[src/rtl/pwm_ramp_ctrl_pkg.sv]
// Shared PWM definitions: controller state encoding and default widths/divider
// used by every block in the PWM datapath.
package pwm_pkg;

  typedef enum logic [1:0] {
    ST_IDLE = 2'd0,
    ST_UP   = 2'd1,
    ST_DOWN = 2'd2
  } state_t;

  localparam int PWM_N        = 8;
  localparam int PWM_S        = 4;
  localparam int PWM_RAMP_DIV = 4;

endpackage

[src/rtl/pwm_ramp_ctrl_if.sv]
// Command / status bundle between the control logic (master) and the
// soft-start sequencer (slave), including the PWM wrap strobe and duty output.
interface pwm_ramp_ctrl_if
  import pwm_pkg::*;
#(
  parameter int N = PWM_N,
  parameter int S = PWM_S
);
  logic         cmd_valid;
  logic         cmd_ready;
  logic [N-1:0] cmd_target;
  logic [S-1:0] cmd_step;
  logic         stop_req;
  logic         period_wrap;
  logic [N-1:0] duty_cycle;
  logic         busy;
  logic         done;

  modport master (
    output cmd_valid, cmd_target, cmd_step, stop_req, period_wrap,
    input  cmd_ready, duty_cycle, busy, done
  );

  modport slave (
    input  cmd_valid, cmd_target, cmd_step, stop_req, period_wrap,
    output cmd_ready, duty_cycle, busy, done
  );
endinterface

[src/rtl/pwm_ramp_ctrl_period_div.sv]
// Counts PWM period wraps while enabled and flags the wrap on which a duty
// step is due (every RAMP_DIV-th wrap).
module pwm_period_div #(
  parameter int RAMP_DIV = 4
) (
  input  logic clk,
  input  logic reset_n,
  input  logic clr,
  input  logic en,
  input  logic wrap,
  output logic step_tick
);
  localparam int W = $clog2(RAMP_DIV) + 1;
  localparam logic [W-1:0] LAST = W'(RAMP_DIV - 1);

  logic [W-1:0] r_cnt;

  assign step_tick = en && wrap && (r_cnt == LAST);

  always_ff @(posedge clk or negedge reset_n) begin
    if (!reset_n) begin
      r_cnt <= '0;
    end else if (clr || step_tick) begin
      r_cnt <= '0;
    end else if (en && wrap) begin
      r_cnt <= r_cnt + W'(1);
    end
  end
endmodule

[src/rtl/pwm_ramp_ctrl.sv]
// Soft-start/soft-stop sequencer: walks duty_cycle toward a commanded target in
// saturating steps, only on PWM period wraps, with a level stop forcing ramp to 0.
module pwm_ramp_ctrl
  import pwm_pkg::*;
#(
  parameter int N        = PWM_N,
  parameter int S        = PWM_S,
  parameter int RAMP_DIV = PWM_RAMP_DIV
) (
  input logic           clk,
  input logic           reset_n,
  pwm_ramp_ctrl_if.slave bus
);
  state_t       r_state;
  logic [N-1:0] r_duty;
  logic [N-1:0] r_target;
  logic [S-1:0] r_step;
  logic         r_done;

  logic         w_accept;
  logic         w_tick;
  logic         w_en;
  logic [S-1:0] w_cmd_step;
  logic [N-1:0] w_tgt;
  logic [N:0]   w_step_x;
  logic [N:0]   w_sum;
  logic [N:0]   w_diff;
  logic [N-1:0] w_up;
  logic [N-1:0] w_dn;

  assign bus.cmd_ready  = (r_state == ST_IDLE) && !bus.stop_req;
  assign bus.duty_cycle = r_duty;
  assign bus.busy       = (r_state != ST_IDLE);
  assign bus.done       = r_done;

  assign w_accept   = bus.cmd_valid && bus.cmd_ready;
  assign w_cmd_step = (bus.cmd_step == '0) ? S'(1) : bus.cmd_step;
  assign w_en       = (r_state != ST_IDLE);

  // A held stop keeps the effective target at zero even before r_target settles.
  assign w_tgt    = bus.stop_req ? '0 : r_target;
  assign w_step_x = (N+1)'(r_step);
  assign w_sum    = {1'b0, r_duty} + w_step_x;
  assign w_diff   = {1'b0, r_duty} - w_step_x;
  assign w_up     = (w_sum >= {1'b0, w_tgt}) ? w_tgt : w_sum[N-1:0];
  assign w_dn     = (w_diff[N] || (w_diff[N-1:0] <= w_tgt)) ? w_tgt : w_diff[N-1:0];

  pwm_period_div #(.RAMP_DIV(RAMP_DIV)) u_div (
    .clk       (clk),
    .reset_n   (reset_n),
    .clr       (w_accept),
    .en        (w_en),
    .wrap      (bus.period_wrap),
    .step_tick (w_tick)
  );

  always_ff @(posedge clk or negedge reset_n) begin
    if (!reset_n) begin
      r_state  <= ST_IDLE;
      r_duty   <= '0;
      r_target <= '0;
      r_step   <= S'(1);
      r_done   <= 1'b0;
    end else begin
      r_done <= 1'b0;
      if (bus.stop_req) r_target <= '0;
      unique case (r_state)
        ST_IDLE: begin
          if (bus.stop_req) begin
            if (r_duty != '0) r_state <= ST_DOWN;
          end else if (w_accept) begin
            r_target <= bus.cmd_target;
            r_step   <= w_cmd_step;
            if (bus.cmd_target > r_duty)      r_state <= ST_UP;
            else if (bus.cmd_target < r_duty) r_state <= ST_DOWN;
            else                              r_done  <= 1'b1;
          end
        end
        ST_UP: begin
          if (bus.stop_req) begin
            if (r_duty != '0) begin
              r_state <= ST_DOWN;
            end else begin
              r_state <= ST_IDLE;
              r_done  <= 1'b1;
            end
          end else if (w_tick) begin
            r_duty <= w_up;
            if (w_up == r_target) begin
              r_state <= ST_IDLE;
              r_done  <= 1'b1;
            end
          end
        end
        ST_DOWN: begin
          if (w_tick) begin
            r_duty <= w_dn;
            if (w_dn == w_tgt) begin
              r_state <= ST_IDLE;
              r_done  <= 1'b1;
            end
          end
        end
        default: r_state <= ST_IDLE;
      endcase
    end
  end
endmodule

[src/flat_wrapper.sv]
// flat-port wrapper written by rule: the top's interface ports become plain ports
module pwm_ramp_ctrl_flat import pwm_pkg::*;
#(
  parameter int N        = PWM_N,
  parameter int S        = PWM_S,
  parameter int RAMP_DIV = PWM_RAMP_DIV
)
  (clk, reset_n, bus_cmd_valid, bus_cmd_target, bus_cmd_step, bus_stop_req, bus_period_wrap, bus_cmd_ready, bus_duty_cycle, bus_busy, bus_done);
  pwm_ramp_ctrl_if #(.N(N), .S(S)) bus_i ();
  input logic clk;
  input logic reset_n;
  input wire logic [$bits(bus_i.cmd_valid)-1:0] bus_cmd_valid;
  input wire logic [$bits(bus_i.cmd_target)-1:0] bus_cmd_target;
  input wire logic [$bits(bus_i.cmd_step)-1:0] bus_cmd_step;
  input wire logic [$bits(bus_i.stop_req)-1:0] bus_stop_req;
  input wire logic [$bits(bus_i.period_wrap)-1:0] bus_period_wrap;
  output wire logic [$bits(bus_i.cmd_ready)-1:0] bus_cmd_ready;
  output wire logic [$bits(bus_i.duty_cycle)-1:0] bus_duty_cycle;
  output wire logic [$bits(bus_i.busy)-1:0] bus_busy;
  output wire logic [$bits(bus_i.done)-1:0] bus_done;
  assign bus_i.cmd_valid = bus_cmd_valid;
  assign bus_i.cmd_target = bus_cmd_target;
  assign bus_i.cmd_step = bus_cmd_step;
  assign bus_i.stop_req = bus_stop_req;
  assign bus_i.period_wrap = bus_period_wrap;
  assign bus_cmd_ready = bus_i.cmd_ready;
  assign bus_duty_cycle = bus_i.duty_cycle;
  assign bus_busy = bus_i.busy;
  assign bus_done = bus_i.done;
  pwm_ramp_ctrl #(.N(N), .S(S), .RAMP_DIV(RAMP_DIV)) u_core (.clk(clk), .reset_n(reset_n), .bus(bus_i));
endmodule
[config.mk]
export PLATFORM = sky130hd
export DESIGN_NAME = pwm_ramp_ctrl_flat
export DESIGN_NICKNAME = d
export VERILOG_FILES = /design/src/rtl/pwm_ramp_ctrl_pkg.sv /design/src/rtl/pwm_ramp_ctrl_if.sv /design/src/rtl/pwm_ramp_ctrl_period_div.sv /design/src/rtl/pwm_ramp_ctrl.sv /design/src/flat_wrapper.sv
export SDC_FILE = /design/constraint.sdc
export NUM_CORES = 1
export LEC_CHECK = 0
export CAP_MARGIN = 20
export CORE_MARGIN = 1
export CORE_UTILIZATION = 25
export DETAILED_ROUTE_END_ITERATION = 7
export DONT_BUFFER_PORTS = 1
export GPL_TIMING_DRIVEN = 0
export PLACE_DENSITY = 0.44
export SYNTH_ARGS = -nofsm -noshare
export SYNTH_HDL_FRONTEND = slang
export SYNTH_SLANG_ARGS = --single-unit
[constraint.sdc]
create_clock -name clk -period 9.8 [get_ports clk]
set_clock_uncertainty 0.05 [all_clocks]
set_input_delay 2.94 -clock clk [delete_from_list [all_inputs] [get_ports clk]]
set_output_delay 2.94 -clock clk [all_outputs]
set_load 0.05 [all_outputs]
==> results of run 1 <==
-- worst paths after layout --
check                                            to                startpoint
min in group asynchronous  u_core.bus.duty_cycle[2]                   reset_n
hold / removal                u_core.u_div.r_cnt[2]     u_core.u_div.r_cnt[2]
hold reg to reg               u_core.u_div.r_cnt[2]     u_core.u_div.r_cnt[2]
max in group asynchronous          u_core.r_step[0]                   reset_n
setup reg to reg           u_core.bus.duty_cycle[0]  u_core.bus.duty_cycle[2]
setup / recovery                      bus_cmd_ready              bus_stop_req
-- synth_stat cells, types with 3 or more instances --
cell type	n
nor3_1	7
nor2_1	20
a31oi_1	4
buf_6	3
o21ai_0	24
inv_1	17
o22ai_1	7
xor2_1	8
o21ai_1	3
o31ai_1	6
nor2b_1	4
nand4_1	9
clkbuf_1	5
nand2b_1	5
ha_1	34
xnor2_1	16
a21oi_1	17
nor3b_1	4
nand3_1	7
dfrtp_1	25
a21o_1	3
nand2_1	36
-- cell type report --
cell class,instances,area [sq um],area share (%)
clock inverter,1,30.0,0.995
inverter,20,75.1,2.49
tap,140,175,5.80
clock buffer,3,41.3,1.37
buffer,11,77.6,2.57
multi-input combinational,261,1970,65.2
sequential,26,652,21.6
-- routing by layer --
layer	vias to the layer above	global-route usage (%)	part of all wire, %
li1	1173	-	-
met1	1151	20.5	50
met2	38	24.6	46
met3	10	1.27	2.4
met4	0	5.09	1.8
met5	-	0	0
-- logic make-up after synthesis --
| logic type | synth area share, % |
|---|---|
| AND/OR/NAND/NOR | 20.7 |
| AO/OA/AOI/OAI | 23.3 |
| adder cells (fa/ha/maj) | 16.8 |
| buffers and inverters | 5.51 |
| XOR/XNOR | 9.21 |
| flip-flops | 23.5 |
| multiplexers | 0.948 |
-- registers in the layout, indices dropped and copies added, names as in the netlist --
name	count
u_core.bus.duty_cycle	8
u_core.r_step	4
u_core.r_target	8
u_core.r_state	2
u_core.bus.done	1
u_core.u_div.r_cnt	3
-- per-stage QoR --
stage          hold slack, ns  instances  util (%)  cell area [sq um]
2_1_floorplan           0.433        318         -               2770
3_3_place_gp            0.451        458      27.2               2950
3_5_place_dp            0.462        458      27.2               2950
4_1_cts                 0.487        462      27.8               3020
5_1_grt                 0.524        462      27.8               3020
6_report                0.480        462      27.8               3020
==> results.txt, run 1 <==
Counting cells, the worst reg-to-reg path comes to 15. The routed design could run at a clock period as short as 6.86 ns. The total core area came out at 10,800 sq um. The part of the cycle the worst path needs came out at 70.0%. The worst min-delay path class is flop to flop.

The cell with the biggest individual delay on the critical path is nor2_1. The count of inserted antenna diode cells came out at 0. The total routing usage reported by global routing is 15.0%. The total CTS buffers is 3. Headroom to the max-slew limit came out at 33.4%. In the layout the commonest cells are 36 x nand2_1, 34 x ha_1, 25 x dfrtp_1, 24 x o21ai_0, 20 x nor2_1. Traced cell by cell, the critical path runs through buf_2, nor2_1. The first-pass GRT wire length is 13,000 microns.

The pin count of the biggest net entering global routing is 27. The buffer type at the clock tree root is clkbuf_8. STA puts the critical path data required time at 6.81 ns.

The routed wire length came out at 8000 microns. The H-tree depth reported by CTS is 1. By area the synthesized netlist is led by dfrtp_1 23%, ha_1 15%, xnor2_1 5.1%.

The synthesis-to-finish area growth is 8.89%. In this run the horizontal extent of the chip is 107 microns. In this run the tool buffered the top-level ports with 0 buffer cells. The top cell type's share of synthesized area is 22.6%.

The count of cell types in the netlist came out at 66. Counting buffers and inverters, the worst setup path is 2 cells deep. Synthesis produced 318 cells.

The worst setup slack for register-to-register paths came out at 5.56 ns. The clock latency on the worst-skew pair is 0.30 ns. The library cell used most frequently in the layout, excluding fill and tap cells, is nand2_1. The synthesized area per cell is 8.72 sq um. The category of the worst setup path capture point is an output port. The via count of the first global-routing pass is 2,423. The sort of element at the start of the critical path is an input pin. The post-route DRC violation count came out at 0. The number of buffers inserted for hold repair after clock tree synthesis is 0. The number of failing hold endpoints at the final stage is 0. Buffers added to address setup during post-CTS repair amount to 0.

At the pin with the least slew margin, the transition time is 0.995 ns. Of all cell types, the one taking the most synthesized area is dfrtp_1. The average wire per standard cell came out at 17.3 microns. The count of synthesis-stage warnings from yosys is 0.

The number of max-slew violations in the final report was 0. The pre-CTS setup slack is 2.94 ns. The first-pass detailed-route iteration total came out at 4.

The net count of the finished layout came out at 376. Setup repair after global routing left no endpoint under its margin. No sink is reached through more buffers than the 2 on the longest clock path. The layout filler cell count came out at 1,223.

The peak per-stage delay on the critical path is 0.77 ns. The fraction of final layout cells sized beyond drive strength 1 came out at 10.6%. The fraction of registers with async set/reset is 100%. The net count after synthesis came out at 371. Clock-pin slew was measured on the worst setup and hold paths at 0.09 ns. The arrival time reported for the critical path endpoint is 3.87 ns. The total of flip-flops plus latches after synthesis is 26.

The number of vias after detailed routing is 2,372. The worst setup path is of the input pin to output port kind. The flow ran to the end, and the final reports show no timing, DRC or antenna violations. For this configuration, the core starts out at a cell density of 25.6%.

The clock tree from TritonCTS is done. The number of clock sinks came out at 26. The number of cell rows came out at 38. Among cell families on the critical path, the largest total delay comes from simple AND/OR/NAND/NOR gates. The sequential-to-total area share from yosys stat is 23.5%. Routability-driven placement finished with a final weighted congestion of 0.824.

The number of buffers and inverters on the critical path came out at 1. The cell area after synthesis came out at 2770 sq um. The mean number of vias per cell is 5.13. The half-perimeter wire length after placement came out at 6630 microns. Once detail routing completed, the nets flagged for antenna violations numbered 0.

The boundary pin count came out at 28. The quantity of gates resized following cts came out at 0. The fmax is 146 MHz. Setup violations remaining at the end of the flow were counted as 0. Across the run, the number of max-cap violations was 0. The initial antenna violation count is 0.

The full die area is 11,500 sq um. The worst hold path passes through 2 cells. The most used flip-flop cell after synthesis is dfrtp_1. In this run the worst path has a maximum fanout of 9.

Measured along the y axis, the die boundary spans 107 microns. The starting DRC count in detailed routing came out at 99. The number of enable-type register cells in the synthesized netlist is 0. For this run the aggregate overflow at the end of global routing stands at 0. The setup TNS is 0 ns.

The worst path setup slack after routing came out at 2.94 ns.
Power of run 1 is not shown: default switching activity piles up to over one toggle a cycle in this logic, so the estimate is an artifact.
==> inputs of run 2 (changes only) <==
--- a/config.mk
+++ b/config.mk
@@ -11,7 +11,7 @@
 export DETAILED_ROUTE_END_ITERATION = 7
 export DONT_BUFFER_PORTS = 1
 export GPL_TIMING_DRIVEN = 0
-export PLACE_DENSITY = 0.44
+export PLACE_DENSITY = 0.46
 export SYNTH_ARGS = -nofsm -noshare
 export SYNTH_HDL_FRONTEND = slang
 export SYNTH_SLANG_ARGS = --single-unit
==> constraint.sdc (replaced) <==
create_clock -name clk -period 6.1 [get_ports clk]
set_clock_uncertainty 0.05 [all_clocks]
set_input_delay 1.83 -clock clk [delete_from_list [all_inputs] [get_ports clk]]
set_output_delay 1.83 -clock clk [all_outputs]
set_load 0.05 [all_outputs]
==> results.txt, run 2 (synthesis gave the netlist of run 1 again) <==
Walking the worst path, the cells encountered are buf_2, clkinv_1, clkbuf_1, nand2_1, ha_1, o211a_1, a221oi_1, o21ai_0, a21bo_1, buf_6, nand2_8, o221ai_2, mux2_2. The half-perimeter wire length after placement came out at 6340 microns. For the pin with the worst max-slew slack, the measured transition is 0.978 ns. The family of cells with the greatest summed delay on the critical path is compound AO/OA/AOI/OAI gates.

Setup total negative slack on the finished layout was measured at 0 ns. The starting density of the core came out at 25.6%. The total CTS buffers came out at 3.

The initial antenna violation count came out at 0. The x dimension of the die is 107 microns. The sort of element at the start of the critical path is an input pin.

The total core area came out at 10,800 sq um. The number of vias after detailed routing is 2,317. The maximum buffer depth of the clock tree is 2. The critical path class is input pin to flop. The area of the multi-input gates came out at 1970 sq um. The fmax came out at 208 MHz.

The final layout contains routed wiring with a total length of 7660 microns. The number of antenna-violating nets in the routed design is 0. The library cell used most frequently in the layout, excluding fill and tap cells, is nand2_1.

The min-delay analysis places its worst path in the category flop to flop. Once the clock tree was built, the resizer swapped 0 gates to a different size. Routability-driven placement finished with a final weighted congestion of 0.817. The top cell types in the final layout, fill and taps aside, are 36 x nand2_1, 34 x ha_1, 25 x dfrtp_1, 24 x o21ai_0, 20 x nor2_1. The flow ran to the end, and the final reports show no timing, DRC or antenna violations. The number of buffers inserted for hold repair after clock tree synthesis is 0. The count of inserted antenna diode cells is 0. The area occupied by registers came out at 652 sq um. For this design, the slowest cell found on the critical path is clkbuf_1.

Entering global routing, the biggest net connects 27 pins. Along the worst path, the maximum fanout reaches 10. The area of placed instances is 2950 sq um.

After floorplanning, the core was divided into 38 placement rows. The first-pass detailed-route iteration total is 4. The number of max-slew violations in the final report was 0. The number of clock sinks is 26. The first-pass GRT wire length came out at 12,300 microns.

The largest single stage delay on the critical path is 0.45 ns. STA classifies the critical path endpoint as a flop. The number of endpoints failing setup at the final stage is 0. Data on the critical path is required at its endpoint by 6.22 ns. The average wire per standard cell came out at 16.6 microns.

For this run, design rule violations remaining after detail routing come to 0. The max-slew headroom at the worst pin is 34.6%. The end-of-flow core utilization is 27.7%. The floorplan step defined a die boundary enclosing 11,500 sq um. The H-tree depth reported by CTS came out at 1. The worst setup slack for register-to-register paths came out at 1.89 ns. After layout, the minimum clock period comes to 4.80 ns. Hold is met by 0.470 ns.

In this run the count of I/O pins placed on the die edge is 28. Dividing the final minimum period by the clock period gives 78.7%. Setup repair after global routing left no endpoint under its margin.

The starting DRC count in detailed routing is 85. The number of post-CTS setup repair buffers is 0. The layout filler cell count is 1,197. The final non-filler cell area came out at 3000 sq um. The arrival time reported for the critical path endpoint came out at 4.91 ns. The height of the chip is 107 microns. The port buffer count came out at 0.

The root buffer cell chosen for the clock tree is clkbuf_8. The fraction of final layout cells sized beyond drive strength 1 came out at 10.6%. The mean number of vias per cell is 5.02. Clock-pin slew was measured on the worst setup and hold paths at 0.09 ns.

The number of failing hold endpoints at the final stage is 0. The total congestion overflow after global routing came out at 0. TritonCTS built the clock tree. Relative to the synthesized area, the layout overhead comes to 8.31%. The via count of the first global-routing pass is 2,260.

The number of maximum-capacitance violations is 0. The total routing usage reported by global routing is 13.9%. The number of buffers and inverters on the critical path is 4. The clock latency on the worst-skew pair came out at 0.28 ns. The net count of the finished layout is 376.
[run 2: layout make-up]
class                      count  share of cell area (%)
sequential                    26                    21.7
buffer                        11                    2.58
clock buffer                   4                    1.83
inverter                      20                    2.50
multi-input combinational    261                    65.5
tap                          140                    5.84
[run 2: per-stage QoR]
step,setup slack (ns),instances
after floorplan,1.52,318
after global placement,1.04,458
after detailed placement,1.02,458
after CTS,1.31,462
after global routing,1.14,462
final,1.30,462
[run 2: worst paths after layout]
| path | to | cells past startpoint | start |
|---|---|---|---|
| worst max-delay path | u_core.bus.duty_cycle[4] | 13 | bus_stop_req |
| worst min-delay path | u_core.u_div.r_cnt[2] | 2 | u_core.u_div.r_cnt[2] |
| worst max register to register | u_core.bus.duty_cycle[4] | 15 | u_core.bus.duty_cycle[2] |
| worst min register to register | u_core.u_div.r_cnt[2] | 2 | u_core.u_div.r_cnt[2] |
| max in group asynchronous | u_core.r_step[0] | 0 | reset_n |
| min in group asynchronous | u_core.bus.duty_cycle[1] | 0 | reset_n |
[run 2: tightest hold or removal path, cell delays in order (launching register included)]
cell     delay, ns
dfrtp_1       0.35
a21oi_1       0.06
nor2_1        0.08
[run 2: routing by layer]
layer / GRT usage [%] / vias to the layer above / share of wire [%]
li1: - / 1174 / -
met1: 19.0 / 1090 / 49
met2: 23.5 / 46 / 46
met3: 1.03 / 7 / 3.2
met4: 3.82 / 0 / 1.5
met5: 0 / - / 0
Power of run 2 is left out for the same reason.
